==> config.mk <==
export PLATFORM = sky130hd
export DESIGN_NAME = pwm_cmd_ramp
export DESIGN_NICKNAME = d
export VERILOG_FILES = /design/src/rtl/pwm_pkg.sv /design/src/rtl/pwm_tick_gen.sv /design/src/rtl/pwm_cmd_ramp.sv
export SDC_FILE = /design/constraint.sdc
export NUM_CORES = 1
export LEC_CHECK = 0
export ABC_AREA = 1
export BUFFER_PORTS_ARGS = -buffer_cell sky130_fd_sc_hd__buf_2
export CORE_ASPECT_RATIO = 1.1
export CORE_MARGIN = 4
export CORE_UTILIZATION = 30
export CTS_BUF_LIST = sky130_fd_sc_hd__clkbuf_4 sky130_fd_sc_hd__clkbuf_8
export CTS_CLUSTER_DIAMETER = 50
export DETAILED_ROUTE_END_ITERATION = 12
export GPL_ROUTABILITY_DRIVEN = 0
export HOLD_SLACK_MARGIN = 0.12
export PLACE_DENSITY = 0.51
export SLEW_MARGIN = 20
export SYNTH_ARGS = -nofsm -noshare
export SYNTH_HDL_FRONTEND = slang
export SYNTH_SLANG_ARGS = --single-unit
==> constraint.sdc <==
create_clock -name clk -period 3.6 [get_ports clk]
set_input_delay 0 -clock clk [delete_from_list [all_inputs] [get_ports clk]]
set_output_delay 0 -clock clk [all_outputs]
set_load 0.02 [all_outputs]
==> src/rtl/pwm_pkg.sv <==
// Shared definitions for the PWM command path: command-word field positions,
// ramp FSM states and the default duty magnitude width.
package pwm_pkg;

  localparam int MAG_W_DEF = 11;
  localparam int DUTY_LSB  = 0;

  typedef enum logic [1:0] {
    IDLE  = 2'd0,
    RAMP  = 2'd1,
    DWELL = 2'd2
  } state_e;

  // Word layout is {hb, dir, duty[mag_w-1:0]}
  function automatic int hb_bit(input int mag_w);
    return mag_w + 1;
  endfunction

  function automatic int dir_bit(input int mag_w);
    return mag_w;
  endfunction

  function automatic int duty_msb(input int mag_w);
    return mag_w - 1;
  endfunction

endpackage

==> src/rtl/pwm_tick_gen.sv <==
// Free-running prescaler: o_tick is high for one clk cycle every TICK_DIV cycles.
module pwm_tick_gen #(
  parameter int TICK_DIV = 5000
) (
  input  logic clk,
  input  logic rst_n,
  output logic o_tick
);

  localparam int CW = (TICK_DIV > 1) ? $clog2(TICK_DIV) : 1;
  localparam logic [CW-1:0] LAST = CW'(TICK_DIV - 1);

  logic [CW-1:0] r_cnt;

  // Count 0..TICK_DIV-1 and wrap
  always_ff @(posedge clk or negedge rst_n) begin
    if (!rst_n) begin
      r_cnt <= '0;
    end else if (r_cnt == LAST) begin
      r_cnt <= '0;
    end else begin
      r_cnt <= r_cnt + CW'(1);
    end
  end

  assign o_tick = (r_cnt == LAST);

endmodule

==> src/rtl/pwm_cmd_ramp.sv <==
// Slew-limited PWM command stage with zero-duty dwell before reversal and a
// per-command heartbeat. Optional deadband: define PWM_CMD_RAMP_DEADBAND_EN.
module pwm_cmd_ramp
  import pwm_pkg::*;
#(
  parameter int MAG_W       = MAG_W_DEF,
  parameter int TICK_DIV    = 5000,
  parameter int STEP        = 8,
  parameter int DWELL_TICKS = 4,
  parameter int DEADBAND    = 16
) (
  input  logic             clk,
  input  logic             rst_n,
  input  logic             enable,
  input  logic             cmd_valid,
  output logic             cmd_ready,
  input  logic [MAG_W:0]   cmd_speed,
  output logic [MAG_W+1:0] pwm_word,
  output logic             at_target,
  output logic             busy
);

  localparam int XW       = MAG_W + 1;
  localparam int HB_BIT   = hb_bit(MAG_W);
  localparam int DIR_BIT  = dir_bit(MAG_W);
  localparam int DUTY_MSB = duty_msb(MAG_W);
  localparam logic [XW-1:0] MAX_MAG = {1'b0, {MAG_W{1'b1}}};
  localparam logic [XW-1:0] STEP_W  = XW'(STEP);
  localparam logic [XW-1:0] DB_W    = XW'(DEADBAND);
  localparam int DW_CW = (DWELL_TICKS > 1) ? $clog2(DWELL_TICKS) : 1;
  localparam logic [DW_CW-1:0] DW_LAST = DW_CW'(DWELL_TICKS - 1);
`ifdef PWM_CMD_RAMP_DEADBAND_EN
  localparam bit DB_EN = 1'b1;
`else
  localparam bit DB_EN = 1'b0;
`endif

  state_e             r_state, w_state_nxt;
  logic [MAG_W-1:0]   r_duty, w_duty_nxt, r_tmag, w_tmag_nxt;
  logic               r_dir, w_dir_nxt, r_tdir, w_tdir_nxt, r_hb, w_hb_nxt;
  logic [DW_CW-1:0]   r_dwell, w_dwell_nxt;
  logic               r_cmd_ready, r_at_target, r_busy;
  logic               w_tick, w_accept, w_new_dir, w_differs;
  logic [XW-1:0]      w_abs, w_sat, w_duty_ext, w_tmag_ext, w_up, w_dn, w_toward;
  logic [MAG_W-1:0]   w_new_mag;

  pwm_tick_gen #(.TICK_DIV(TICK_DIV)) u_tick (
    .clk    (clk),
    .rst_n  (rst_n),
    .o_tick (w_tick)
  );

  // The most-negative speed has no positive twin, so it saturates to full scale
  assign w_abs     = cmd_speed[MAG_W] ? (~cmd_speed + XW'(1)) : cmd_speed;
  assign w_sat     = (w_abs > MAX_MAG) ? MAX_MAG : w_abs;
  assign w_new_mag = (DB_EN && (w_sat < DB_W)) ? '0 : w_sat[MAG_W-1:0];
  assign w_new_dir = cmd_speed[MAG_W];
  assign w_accept  = cmd_valid && r_cmd_ready && enable;
  assign w_differs = (w_new_mag != r_duty) || ((w_new_mag != '0) && (w_new_dir != r_dir));

  assign w_duty_ext = {1'b0, r_duty};
  assign w_tmag_ext = {1'b0, r_tmag};
  assign w_up       = w_duty_ext + STEP_W;
  assign w_dn       = (w_duty_ext > STEP_W) ? (w_duty_ext - STEP_W) : '0;
  assign w_toward   = (w_duty_ext < w_tmag_ext) ? ((w_up > w_tmag_ext) ? w_tmag_ext : w_up)
                                                : ((w_dn < w_tmag_ext) ? w_tmag_ext : w_dn);

  // Next-state, target latch and ramp arithmetic
  always_comb begin
    w_state_nxt = r_state;
    w_duty_nxt  = r_duty;
    w_dir_nxt   = r_dir;
    w_tmag_nxt  = r_tmag;
    w_tdir_nxt  = r_tdir;
    w_hb_nxt    = r_hb;
    w_dwell_nxt = r_dwell;
    if (!enable) begin
      w_duty_nxt  = '0;
      w_tmag_nxt  = '0;
      w_state_nxt = IDLE;
      w_dwell_nxt = '0;
    end else begin
      if (w_accept) begin
        w_tmag_nxt = w_new_mag;
        w_tdir_nxt = w_new_dir;
        w_hb_nxt   = ~r_hb;
      end else begin
        w_hb_nxt   = r_hb;
      end
      case (r_state)
        IDLE: begin
          if (w_accept && w_differs) begin
            if ((r_duty == '0) && (w_new_mag != '0) && (w_new_dir != r_dir)) begin
              w_state_nxt = DWELL;
              w_dwell_nxt = '0;
            end else begin
              w_state_nxt = RAMP;
            end
          end else begin
            w_state_nxt = IDLE;
          end
        end
        RAMP: begin
          if (w_tick) begin
            if ((r_tmag == '0) || (r_dir == r_tdir)) begin
              w_duty_nxt = w_toward[MAG_W-1:0];
              // A fresh command on the arrival tick keeps ramping toward it
              if ((w_toward == w_tmag_ext) && !w_accept) begin
                w_state_nxt = IDLE;
              end else begin
                w_state_nxt = RAMP;
              end
            end else begin
              w_duty_nxt = w_dn[MAG_W-1:0];
              if (w_dn == '0) begin
                w_state_nxt = DWELL;
                w_dwell_nxt = '0;
              end else begin
                w_state_nxt = RAMP;
              end
            end
          end else begin
            w_state_nxt = RAMP;
          end
        end
        DWELL: begin
          w_duty_nxt = '0;
          if (w_tick) begin
            if (r_dwell == DW_LAST) begin
              w_dwell_nxt = '0;
              if (r_tmag == '0) begin
                w_state_nxt = IDLE;
              end else begin
                w_dir_nxt   = r_tdir;
                w_state_nxt = RAMP;
              end
            end else begin
              w_dwell_nxt = r_dwell + DW_CW'(1);
            end
          end else begin
            w_dwell_nxt = r_dwell;
          end
        end
        default: begin
          w_state_nxt = IDLE;
        end
      endcase
    end
  end

  // State and registered status outputs
  always_ff @(posedge clk or negedge rst_n) begin
    if (!rst_n) begin
      r_state     <= IDLE;
      r_duty      <= '0;
      r_dir       <= 1'b0;
      r_tmag      <= '0;
      r_tdir      <= 1'b0;
      r_hb        <= 1'b0;
      r_dwell     <= '0;
      r_cmd_ready <= 1'b0;
      r_at_target <= 1'b0;
      r_busy      <= 1'b0;
    end else begin
      r_state     <= w_state_nxt;
      r_duty      <= w_duty_nxt;
      r_dir       <= w_dir_nxt;
      r_tmag      <= w_tmag_nxt;
      r_tdir      <= w_tdir_nxt;
      r_hb        <= w_hb_nxt;
      r_dwell     <= w_dwell_nxt;
      r_cmd_ready <= enable && (w_state_nxt != DWELL);
      r_at_target <= (w_state_nxt == IDLE) && (w_duty_nxt == w_tmag_nxt) &&
                     ((w_duty_nxt == '0) || (w_dir_nxt == w_tdir_nxt));
      r_busy      <= (w_state_nxt != IDLE);
    end
  end

  // Pack the command word from its registered fields
  always_comb begin
    pwm_word                    = '0;
    pwm_word[HB_BIT]            = r_hb;
    pwm_word[DIR_BIT]           = r_dir;
    pwm_word[DUTY_MSB:DUTY_LSB] = r_duty;
  end

  assign cmd_ready = r_cmd_ready;
  assign at_target = r_at_target;
  assign busy      = r_busy;

endmodule

* Yosys cells after proc, flatten, opt, wreduce, memory -nomap -nowiden
Cells that the tools add are included.
Storage, ports and cells: output and inout port bits 16, logic and storage cells 105, input port bits 16, register bits 45
Operators by class: muxes and demuxes 40, bitwise logic cells 2, $add $sub $neg 5, reduce and logical (&&, ||, !) cells 24, equal/unequal tests 18, magnitude comparators 5
Operators by type and width (count):
- $mux W11 | 6
- $mux W12 | 5
- $logic_not A11 Y1 | 3
- $mux W2 | 16
- $pmux W11 S2 | 1
- $add A13 B1 Y13 const B | 1
- $eq A13 B13 Y1 const B | 1
- $mux W13 | 1
- $add A11 B4 Y12 const B | 1
- $add A12 B1 Y12 const B | 1
- $eq A12 B11 Y1 | 1
- $gt A12 B11 Y1 | 1
- $gt A12 B11 Y1 const B | 1
- $logic_not A12 Y1 | 1
- $lt A12 B11 Y1 | 1
- $ne A3 B3 Y1 const B | 4
- $not A12 Y12 | 1
- $pmux W2 S3 | 2
- $sub A11 B4 Y12 const B | 1
- $eq A11 B11 Y1 | 1
- $gt A11 B4 Y1 const B | 1
- $lt A11 B11 Y1 | 1
- $ne A11 B11 Y1 | 1
- $reduce_bool A11 Y1 | 1
- 17 further kinds | 40

* Depth between registers and ports, before layout
depth after elaboration 15, mapped depth 32, mapped depth without buffers 31

* By module
From an unflattened synthesis, not the netlist that was laid out.
Second synthesis, totals: cell total of the unflattened synthesis 850, area total of the unflattened synthesis 5275.1 um2
Modules (own cells, without submodules):
- pwm_cmd_ramp | sequential area each 800.8 um2, area each 4521.8 um2, cells an instance 748, times used 1
- pwm_tick_gen | sequential area each 325.3 um2, area each 753.2 um2, cells an instance 102, times used 1

* Worst setup path before layout
Ideal clock, no wire load.
path kind register to register, from register r_duty[3], to register r_cmd_ready (netlist: cmd_ready), buffers on the path 2, data arrival time 3.483 ns, stages on the path, launching flop included 30, setup time 0.120 ns, path slack -0.003 ns, required time 3.480 ns, period minus slack after synthesis 3.603 ns, cells stage by stage dfrtp_1 -> buf_2 -> inv_1 -> nor3_1 -> nand3_1 -> nor2_1 -> nand2_1 -> xor2_1 -> inv_1 -> ha_1 -> nand3_1 -> nor3b_1 -> nand3_2 -> nand3_2 -> nand2_2 -> buf_4 -> nand2_1 -> nand3_1 -> nand2_1 -> nand2_1 -> nand2_1 -> nand2_1 -> nor2_1 -> nand3_1 -> nand2_1 -> nand2_1 -> nand2_1 -> nand2_1 -> o21ai_0 -> inv_1
On the way: word-level cells in the longest chain between the ends 14, elaborated cells on any way between the ends 29, those cells by class add/sub (2); order compare (4); eq/ne (3); mux (12); reduce/logical (8)
Ends and longest elaborated chain:
- start: declaration | line pwm_cmd_ramp.sv:39 | logic [MAG_W-1:0] r_duty, w_duty_nxt, r_tmag, w_tmag_nxt;
- start signal: assignment | line pwm_cmd_ramp.sv:166 | r_duty <= w_duty_nxt;
- $sub A11 B4 Y12 or $gt A11 B4 Y1 (tied branches) | line pwm_cmd_ramp.sv:64 | assign w_dn = (w_duty_ext > STEP_W) ? (w_duty_ext - STEP_W) : '0;
- $mux W12 | line pwm_cmd_ramp.sv:64
- $lt A12 B11 Y1 | line pwm_cmd_ramp.sv:66 | : ((w_dn < w_tmag_ext) ? w_tmag_ext : w_dn);
- $mux W12 | line pwm_cmd_ramp.sv:66
- $mux W12 | line pwm_cmd_ramp.sv:65 | assign w_toward = (w_duty_ext < w_tmag_ext) ? ((w_up > w_tmag_ext) ? w_tmag_ext : w_up)
- $eq A12 B11 Y1 | line pwm_cmd_ramp.sv:108 | if ((w_toward == w_tmag_ext) && !w_accept) begin
- $logic_and A1 B1 Y1 | line pwm_cmd_ramp.sv:108
- $mux W1 | line pwm_cmd_ramp.sv:108
- $mux W2 | line pwm_cmd_ramp.sv:105 | if ((r_tmag == '0) || (r_dir == r_tdir)) begin
- $mux W2 | line pwm_cmd_ramp.sv:104 | if (w_tick) begin
- $pmux W2 S3 * | line pwm_cmd_ramp.sv:90 | case (r_state)
- $mux W2 * | line pwm_cmd_ramp.sv:77 | if (!enable) begin
- $ne A2 B2 Y1 * | line pwm_cmd_ramp.sv:172 | r_cmd_ready <= enable && (w_state_nxt != DWELL);
- $logic_and A1 B1 Y1 * | line pwm_cmd_ramp.sv:172
- end signal: assignment | line pwm_cmd_ramp.sv:172
- end: declaration | line pwm_cmd_ramp.sv:42 | logic r_cmd_ready, r_at_target, r_busy;
Mark *: on every way between the ends. The rest lies on a longest branch, timed or not. A chain may end at the register's enable or synchronous reset.

* Final worst setup path
from register r_duty[8], to register r_at_target (netlist: at_target)
On the way: elaborated cells on any way between the ends 37, those cells by class add/sub (2); order compare (4); eq/ne (3); mux (16); reduce/logical (12)
RTL lines:
- $sub A11 B4 Y12 or $gt A11 B4 Y1 (tied branches) | line pwm_cmd_ramp.sv:64
- $mux W12 | line pwm_cmd_ramp.sv:64
- $lt A12 B11 Y1 | line pwm_cmd_ramp.sv:66
- $mux W12 | line pwm_cmd_ramp.sv:66
- $mux W12 | line pwm_cmd_ramp.sv:65
- $mux W11 * | line pwm_cmd_ramp.sv:105
- $mux W11 * | line pwm_cmd_ramp.sv:104
- $pmux W11 S2 * | line pwm_cmd_ramp.sv:90
- $mux W11 * | line pwm_cmd_ramp.sv:77
- via w_duty_nxt[10] | line pwm_cmd_ramp.sv:39
- $eq A11 B11 Y1 or $logic_not A11 Y1 (tied branches) | line pwm_cmd_ramp.sv:173, pwm_cmd_ramp.sv:174
- $logic_and A1 B1 Y1 or $logic_or A1 B1 Y1 (tied branches) | line pwm_cmd_ramp.sv:173, pwm_cmd_ramp.sv:174
- $logic_and A1 B1 Y1 * | line pwm_cmd_ramp.sv:173 | r_at_target <= (w_state_nxt == IDLE) && (w_duty_nxt == w_tmag_nxt) &&
- end signal: assignment | line pwm_cmd_ramp.sv:173
- end: declaration | line pwm_cmd_ramp.sv:42
The timed path passes the listed nets; every way through them passes the cells marked *.

==> results.json <==
{
  "antenna_cells": 0,
  "cp-start-kind": "flip-flop",
  "critPathRequiredTime_ps": 3800,
  "die_area_um2": 19000,
  "pwr-share-clk": 0.097,
  "skew_ps": 7.26,
  "seqPwrFrac": 0.167,
  "netlist_instances": 806,
  "hold_depth": 5,
  "initial_core_util": 0.307,
  "crit_fanout": 5,
  "finalCritPeriodShare": 1.03,
  "wl_per_cell_um": 16.5,
  "drt_iter0_markers": 465,
  "antenna_found_initial": 0,
  "synth_top_family_by_area": "simple AND/OR/NAND/NOR gates",
  "grt_usage": 0.190,
  "ios": 32,
  "synth_xor_area_frac": 0.0501,
  "hold_end": "r_tmag[0]",
  "irDropWorstVdd_uv": 240,
  "post-dp-hpwl_um": 14400,
  "grt_max_degree": 46,
  "numPortBuffers": 31,
  "path_clk_slew_ps": 90,
  "worst_pin_slew_ps": 819,
  "drtAntennaViolNets": 0,
  "worstReg2RegEnd": "at_target",
  "synthDistinctLibCells": 43,
  "slew-limit-headroom": 0.454,
  "nFillCells": 1727,
  "cts_tree": "built",
  "numCtsBuffers": 5,
  "combPwrFrac": 0.736,
  "cts-root-buf": "clkbuf_8",
  "grt_pass1_wl_um": 28800,
  "ys.flop_type": "dfrtp_1",
  "violations": "negative setup slack",
  "finalSetupTns_ps": -342,
  "clock_latency_ps": 310,
  "min_period_ps": 3720,
  "p_switching_uw": 1750,
  "via_per_inst": 5.08,
  "synth-simple-area-share": 0.428,
  "drt_wl_total_um": 18600,
  "arrival_ps": 3920,
  "rsz0062_at_grt": "yes",
  "synthToLayoutAreaGrowth_pct": 34.2,
  "synth_seq_area_share": 0.222,
  "drc": 0,
  "htreeDepth": 2,
  "hold_path.class": "in -> reg",
  "core_area_um2": 16500,
  "r2r_setup_slack_ps": -120,
  "cap_violations": 0,
  "path_class": "reg -> reg",
  "synth_compound_area_frac": 0.0894,
  "rows": 49,
  "setup_slack_ps": -119,
  "clk_path_buf_depth": 2,
  "die_h_um": 144,
  "cts.sinks": 45,
  "final_nets": 974,
  "synthAdderAreaFrac": 0.0939,
  "power_switching_share": 0.505,
  "ys_ff_latch": 45,
  "grt_overflow": 0,
  "fin_total_pwr_uw": 3460,
  "vias": 5712,
  "r2r_cells": 26,
  "finalHoldViolations": 0,
  "grt_pass1_vias": 5360,
  "maxSlewViolCount": 0,
  "synth_edf_count": 0,
  "ys.warnings.count": 0,
  "p_leak_uw": 0.00345,
  "fmax_ghz": 0.269,
  "muxShareOfSynthArea": 0,
  "avgSynthCellArea_um2": 6.29,
  "min_from": "cmd_speed[0]",
  "layout-drive-gt1-share": 0.308,
  "r2r-start": "r_duty[8]",
  "synth_nets": 860,
  "async_flop_share": 1.00,
  "netlist_area_um2": 5070,
  "die_x_um": 132,
  "final_cell_mix": "nand2_1 (165), inv_1 (98), buf_4 (86), nand3_1 (82), nor2_1 (63)",
  "status": "complete, but fails checks",
  "p_int_uw": 1710,
  "setup_violations": 4,
  "endpoint_kind": "flip-flop",
  "first_pass_iters": 5,
  "power.density_nw_per_um2": 508,
  "layout_commonest_cell": "nand2_1"
}
[synth_stat cells, types with 4 or more instances]
cell type	count	area (um^2)
nand3_2	7	70.1
nand3b_1	9	67.6
or2_2	4	25.0
inv_1	108	405
xnor2_1	4	35.0
dfrtp_1	45	1130
xor2_1	25	219
clkbuf_1	9	33.8
and3_1	4	25.0
ha_1	38	475
clkinv_1	4	15.0
nor2_4	5	56.3
a31oi_1	4	25.0
nand4_1	13	81.3
nor4_1	7	43.8
buf_2	9	45.0
o21ai_0	21	105
nor2_1	77	289
nand2_2	9	56.3
nor3_1	15	75.1
buf_4	5	37.5
nand2_1	198	743
nand3_1	109	546
a21oi_1	45	225
inv_2	5	18.8
[critical path: stages (launching register included)]
cell,delay (ps)
dfrtp_1,530
inv_2,130
nand2_2,130
nor2_4,50
nand2_4,90
inv_6,50
buf_12,120
nor3b_4,280
ha_4,260
nand2_2,70
nor2_2,50
nand4_1,60
nand4_1,150
nor2_4,220
buf_4,140
buf_6,120
nand3_1,90
nand3_2,90
nand2_2,60
buf_4,130
o21ai_1,110
nand2_1,100
a21oi_2,200
xor2_1,180
nor2_1,50
nand3_1,100
nor2_2,40
[metal layers]
layer,share of wire,wire length (um),global-route usage,up-vias
li1,-,-,-,2842
met1,0.44,8180,0.255,2634
met2,0.48,8870,0.324,199
met3,0.053,978,0.0143,37
met4,0.029,536,0.0685,0
met5,0,0,0,-
[state kept, by name, summed over array words and instances (netlist names)]
name	count
at_target	1
busy	1
cmd_ready	1
r_dir	1
r_duty	11
r_dwell	2
r_hb	1
r_state	2
r_tdir	1
r_tmag	11
u_tick.r_cnt	13
[repair_timing]
action / CTS / global route
pin swaps: 8 / 53
gates resized for setup: 25 / 110
endpoints found under the hold margin: 46 / 0
gates cloned: 0 / 2
buffers inserted: 2 / 15
endpoints found under the setup margin: 4 / 11
hold buffers: 2 / 0
[cell type report]
class	count	area, um^2	area share
timing repair buffer	132	1000	0.148
clock inverter	2	15.0	0.00221
clock buffer	6	76.3	0.0112
tap	204	255	0.0375
multi-input combinational	618	3870	0.569
inverter	118	448	0.0659
sequential	45	1130	0.166
[kinds of logic after synthesis]
| family | count (synthesis) |
|---|---|
| simple gates | 467 |
| buf+inv | 144 |
| compound gates | 83 |
| flops | 45 |
| fa+ha+maj | 38 |
| xor+xnor | 29 |
[power groups by stage]
stage	Clock, uW	Combinational, uW	Sequential (uW)
3_5_place_dp	0	1920	585
5_1_grt	366	2780	583
4_1_cts	349	2000	575
2_1_floorplan	0	1290	601
6_report	334	2540	579
3_3_place_gp	0	1920	586
[stage by stage]
step	instance area [um^2]	std cells	worst slack [ps]	hold slack [ps]	util
floorplan	5070	806	86.2	-296	-
global placement	5960	1096	-147	252	0.361
detailed placement	5960	1096	-217	255	0.361
CTS	6190	1108	2.82	158	0.375
global route	6800	1125	-353	201	0.412
finish	6800	1125	-119	173	0.412
[worst max path at each step]
| stage | startpoint | end |
|---|---|---|
| after floorplan | r_duty[3] | cmd_ready |
| after global placement | r_duty[5] | at_target |
| after detailed placement | r_duty[5] | at_target |
| after CTS | r_duty[4] | at_target |
| after global routing | r_duty[5] | at_target |
| final | r_duty[8] | at_target |
Power figures use the tool's default switching activity.
